**config.mk**
```make
export PLATFORM = sky130hd
export DESIGN_NAME = pll_lock_seq
export DESIGN_NICKNAME = d
export VERILOG_FILES = /design/src/rtl/pll_seq_pkg.sv /design/src/rtl/pll_lock_sync.sv /design/src/rtl/pll_lock_seq.sv
export SDC_FILE = /design/constraint.sdc
export NUM_CORES = 1
export LEC_CHECK = 0
export BUFFER_PORTS_ARGS = -buffer_cell sky130_fd_sc_hd__buf_4
export CORE_MARGIN = 3
export CORE_UTILIZATION = 53
export CTS_CLUSTER_SIZE = 14
export DETAILED_ROUTE_END_ITERATION = 8
export PLACE_DENSITY = 0.81
export SLEW_MARGIN = 25
export SYNTH_ARGS = -nofsm -noshare
export SYNTH_HDL_FRONTEND = slang
export SYNTH_HIERARCHICAL = 1
export SYNTH_SLANG_ARGS = --single-unit
```
**constraint.sdc**
```tcl
create_clock -name refclk -period 2.1 [get_ports refclk]
set_clock_uncertainty 0.2 [all_clocks]
set_input_delay 0.21 -clock refclk [delete_from_list [all_inputs] [get_ports refclk]]
set_output_delay 0.21 -clock refclk [all_outputs]
set_load 0.02 [all_outputs]
```
**src/rtl/pll_seq_pkg.sv**
```systemverilog
// Shared types and helpers for the PLL lock sequencer and its wrappers.
package pll_seq_pkg;

    typedef enum logic [2:0] {
        RESET,
        WAIT_LOCK,
        STABLE,
        RUN,
        FAULT
    } pll_seq_state_t;

    localparam int RETRY_W = 3;

    // Width needed to count up to the largest terminal count.
    function automatic int pll_cnt_width(input int a, input int b, input int c);
        int m;
        m = a;
        if (b > m) m = b;
        if (c > m) m = c;
        return (m <= 1) ? 1 : $clog2(m);
    endfunction

endpackage

```
**src/rtl/pll_lock_sync.sv**
```systemverilog
// Two-flop bit synchronizer with synchronous active-low reset to 0.
module pll_lock_sync (
    input  logic i_clk,
    input  logic i_rst_n,
    input  logic i_d,
    output logic o_q
);

    logic r_meta;
    logic r_sync;

    always_ff @(posedge i_clk) begin
        if (!i_rst_n) begin
            r_meta <= 1'b0;
            r_sync <= 1'b0;
        end else begin
            r_meta <= i_d;
            r_sync <= r_meta;
        end
    end

    assign o_q = r_sync;

endmodule

```
**src/rtl/pll_lock_seq.sv**
```systemverilog
// PLL reset/lock supervisor: pulses pll_rst, waits for a stable lock, then
// releases the core reset; re-sequences on lock loss with bounded retries.
//
// state     | meaning
// RESET     | pll_rst high for RST_CYCLES
// WAIT_LOCK | waiting for lock_s, bounded by LOCK_TIMEOUT
// STABLE    | lock_s must hold for LOCK_STABLE cycles
// RUN       | core out of reset, ready
// FAULT     | retries exhausted, PLL held in reset until relock_req
module pll_lock_seq
    import pll_seq_pkg::*;
#(
    parameter int RST_CYCLES   = 16,
    parameter int LOCK_TIMEOUT = 65536,
    parameter int LOCK_STABLE  = 1024,
    parameter int MAX_RETRY    = 4
) (
    input  logic               refclk,
    input  logic               rst_n,
    input  logic               pll_locked,
    input  logic               relock_req,
    output logic               pll_rst,
    output logic               core_rst_n,
    output logic               ready,
    output logic               fault,
    output logic [RETRY_W-1:0] retry_cnt
);

    localparam int CNT_W = pll_cnt_width(RST_CYCLES, LOCK_TIMEOUT, LOCK_STABLE);
    localparam logic [CNT_W-1:0]   RST_TC    = CNT_W'(RST_CYCLES - 1);
    localparam logic [CNT_W-1:0]   TIMEO_TC  = CNT_W'(LOCK_TIMEOUT - 1);
    localparam logic [CNT_W-1:0]   STABLE_TC = CNT_W'(LOCK_STABLE - 1);
    localparam logic [RETRY_W-1:0] RETRY_MAX = RETRY_W'(MAX_RETRY);
    localparam logic [RETRY_W-1:0] RETRY_SAT = RETRY_W'(MAX_RETRY - 1);

    pll_seq_state_t     r_state;
    pll_seq_state_t     w_state_nxt;
    logic [CNT_W-1:0]   r_cnt;
    logic [RETRY_W-1:0] r_retry;
    logic [RETRY_W-1:0] w_retry_nxt;
    logic               w_lock_s;
    logic               w_fail;
    logic               w_cnt_clr;
    logic               w_cnt_run;

    pll_lock_sync u_lock_sync (
        .i_clk   (refclk),
        .i_rst_n (rst_n),
        .i_d     (pll_locked),
        .o_q     (w_lock_s)
    );

    always_ff @(posedge refclk) begin
        if (!rst_n) begin
            r_state <= RESET;
            r_retry <= '0;
        end else begin
            r_state <= w_state_nxt;
            r_retry <= w_retry_nxt;
        end
    end

    always_comb begin
        w_state_nxt = r_state;
        w_retry_nxt = r_retry;
        w_fail      = 1'b0;
        case (r_state)
            RESET: begin
                if (r_cnt == RST_TC) w_state_nxt = WAIT_LOCK;
            end
            WAIT_LOCK: begin
                if (w_lock_s)                w_state_nxt = STABLE;
                else if (r_cnt == TIMEO_TC)  w_fail = 1'b1;
            end
            STABLE: begin
                if (!w_lock_s)               w_fail = 1'b1;
                else if (r_cnt == STABLE_TC) w_state_nxt = RUN;
            end
            RUN: begin
                // Lock loss from RUN never escalates to FAULT; the count saturates.
                if (!w_lock_s) begin
                    w_state_nxt = RESET;
                    if (r_retry < RETRY_SAT) w_retry_nxt = r_retry + RETRY_W'(1);
                end
            end
            FAULT: begin
                w_state_nxt = FAULT;
            end
            default: begin
                w_state_nxt = RESET;
            end
        endcase

        if (w_fail) begin
            w_retry_nxt = r_retry + RETRY_W'(1);
            w_state_nxt = (w_retry_nxt == RETRY_MAX) ? FAULT : RESET;
        end

        if (relock_req) begin
            w_state_nxt = RESET;
            w_retry_nxt = '0;
        end
    end

    // relock_req in RESET must restart the pulse even without a state change.
    assign w_cnt_clr = (w_state_nxt != r_state) || relock_req;
    assign w_cnt_run = (r_state == RESET) || (r_state == WAIT_LOCK) || (r_state == STABLE);

    always_ff @(posedge refclk) begin
        if (!rst_n)         r_cnt <= '0;
        else if (w_cnt_clr) r_cnt <= '0;
        else if (w_cnt_run) r_cnt <= r_cnt + CNT_W'(1);
    end

    assign pll_rst    = (r_state == RESET) || (r_state == FAULT);
    assign core_rst_n = (r_state == RUN);
    assign ready      = (r_state == RUN);
    assign fault      = (r_state == FAULT);
    assign retry_cnt  = r_retry;

endmodule
```
==> summary.txt <==
Critical path
  • Worst path cell trace: nor4_2, nand4_1, nor2b_1, or4_2, a211oi_2
  • Reg2reg end: r_state[0]
  • CP bufs+invs: 0
  • Max incr delay on CP: 560 ps
  • Worst Path Arrival: 2170 ps
  • Critical Path Start Type: flip-flop
  • FF-to-FF path depth: 5
  • Slowest-stage cell, CP: or4_2
  • R2R Path Start: r_cnt[6]
  • Crit-path leading delay family: simple AND/OR/NAND/NOR gates
  • Type of destination of the critical path: flip-flop
  • CP Class: reg -> reg
  • Internal reg-to-reg setup slack: -1 ps
  • CP max FO: 5
  • Required time of the critical path: 2170 ps

STA
  • Fin crit share: 100%
  • Slew margin rel.: 73.8%
  • Fmax: 0.476 GHz
  • Worst-margin pin slew: 390 ps
  • Post-route worst setup slack: -1.07 ps
  • Final setup vio count: 1
  • Count of pins over their slew limit: 0
  • Minimum clock period: 2100 ps
  • Worst hold slack: 183 ps
  • Final Hold Fails: 0
  • Unrepaired setup endpoints after global routing: yes

Route
  • Remaining DRCs: 0
  • Avg Vias per Cell: 6.08
  • Initial DRC count: 44
  • First drt pass iteration count: 4
  • Post-Route WL: 3.85 mm
  • Vias: 1380
  • Final ANT Viol Nets: 0
  • WL/cell: 17.0 µm

Run
  • Max-Cap Viols: 0

Die
  • Initial Utilization: 57.1%
  • Row cnt: 18
  • Core area: 2520 µm²
  • Die Y: 58.1 µm
  • Die ar.: 3380 µm²
  • Die W: 58.1 µm
  • I/O pins: 11

Power and ir drop
  • Maximum vdd drop: 0.487 mV
  • Leakage: 0.000755 µW
  • Power density over the cells: 472 nW/µm²

Run status
  • Failing checks: negative setup slack
  • Status: finished, violations left

Hold path
  • Hold path depth: 3
  • Hold path start: relock_req
  • Hold/Removal Path Class: in -> reg
  • Hold endpoint: r_state[2]

Clocking
  • CTS tree: built
  • Clock Latency Late Sink: 340 ps
  • CTS Root Cell: clkbuf_4
  • CTS H-Tree Depth: 1
  • Clock transition at path regs: 160 ps
  • CTS Buf Count: 3
  • Sink Count: 24
  • Largest buffer count on any clock path: 2

Placement
  • Placed cell area: 1700 µm²
  • GP Congestion: 0.929
  • HPWL after DPL: 2.64 mm
  • Port Buffers: 10

Synth
  • Largest cells by area after synthesis: dfxtp_1 33%, xor2_1 7.3%, a21oi_1 4.2%
  • Cell Area, Synth: 1440 µm²
  • Top cell type by total area after synthesis: dfxtp_1
  • Main synth FF type: dfxtp_1
  • Syn avg cell area: 9.00 µm²
  • Cells after Synth: 160
  • Syn. warnings: 6
  • Post-synth top cells: 24 x dfxtp_1, 16 x nor2_1, 12 x a21oi_1, 12 x xor2_1, 11 x nand2_1
  • Yosys reg bits: 24
  • Syn_nets: 167
  • EDFF count, synth: 0
  • Count of different cell masters after synthesis: 48
  • Count leader, synth: dfxtp_1
  • Sequential area share after synthesis: 33.4%
  • Ys async rst share: 0%
  • Post-synth top area share: 33.4%

Final layout
  • Area growth from synthesis to layout: 28.8%
  • Fillcell total: 188
  • Final Util: 73.6%
  • Share of layout cells above drive strength 1: 37.6%
  • Area taken by multi-input logic gates: 957 µm²
  • Nets: 205
  • Reg area: 495 µm²
  • N_diodes: 0
  • Fin area: 1860 µm²

Global route
  • Total track usage: 25.6%
  • Gr ovfl total: 0
  • Initial antenna violation count: 0
  • Global-route wire length before repair: 6.66 mm
  • Vias in the first global route: 1424
  • Largest net degree at the start of global routing: 15
## cell families (layout without fill, tap and decap cells)
group	Yosys count	count (layout)	share of synthesized area, %
AO/OA/AOI/OAI	30	30	14.3
XOR/XNOR	17	17	10.3
adder cells (fa/ha/maj)	3	3	2.61
buffers and inverters	8	45	3.65
flip-flops	24	24	33.4
multiplexers	4	4	2.95
AND/OR/NAND/NOR	74	74	32.8
## flip-flops by register name (all words and copies together), names as in the netlist
name,flops
r_cnt,16
r_state,3
retry_cnt,3
u_lock_sync/o_q,1
u_lock_sync/r_meta,1
## power by group
| group | internal (µW) | leakage [µW] | switching (µW) |
|---|---|---|---|
| Combinational | 32.0 | 0.000528 | 28.3 |
| Sequential | 458 | 0.000199 | 3.45 |
| Clock | 193 | 0.0000279 | 161 |
| Total | 684 | 0.000755 | 192 |
## through the flow
step           TNS (ps)  setup slack (ps)  std cells  power (µW)
2_1_floorplan         0              1.45        160         497
3_3_place_gp          0              25.7        218         521
3_5_place_dp      -22.3             -22.3        218         522
4_1_cts           -3.94             -3.94        225         867
5_1_grt            -855             -84.2        227         902
6_report          -1.07             -1.07        227         876
## what timing repair did
item | CTS | global route
endpoints found under the hold margin | 2 | 0
pin swaps | 1 | 1
hold buffers | 3 | 0
setup endpoints to repair | 3 | 17
gates resized for setup | 12 | 9
setup buffers | 0 | 2
## final cells by class
cell class                      instances  area share (%)
Timing Repair Buffer                   37            16.0
Tap cell                               30            2.02
Multi-Input combinational cell        128            51.6
Clock buffer                            3            1.21
Clock inverter                          1            1.62
Inverter                                4           0.809
Sequential cell                        24            26.7
## routing by layer
metal / share of wire, % / vias to the layer above / GRT usage, %
met1: 43 / 664 / 30.2
li1: - / 654 / -
met5: 0 / - / 0
met3: 5.6 / 15 / 5.79
met4: 2.9 / 0 / 12.6
met2: 49 / 47 / 43.4
## worst max path at each step
stage              start      endpoint  slack (ps)  depth (start not counted)
4_1_cts         r_cnt[0]    r_state[0]          -4                          6
6_report        r_cnt[6]    r_state[0]          -1                          5
3_5_place_dp    r_cnt[6]    r_state[0]         -20                          5
3_3_place_gp   r_cnt[10]      r_cnt[0]          30                          5
5_1_grt         r_cnt[8]  retry_cnt[2]         -80                          8
2_1_floorplan   r_cnt[0]      r_cnt[0]           1                          6
## cell usage in the layout, fill, tap and decap left out, types with 5 or more instances in the layout
cell / instances
nor2_1: 16
nand2_1: 11
xnor2_1: 5
dfxtp_1: 14
buf_4: 33
a21oi_1: 12
dfxtp_2: 9
xor2_1: 12
nand3_1: 5
nand4_1: 8
## worst register-to-register path, delay by kind of cell, from the launching register on
kind            cells  cell delay [ps]
compound gates      1              240
flops               1              390
simple gates        4             1230
Note: power is estimated with default switching activity, not from simulation.
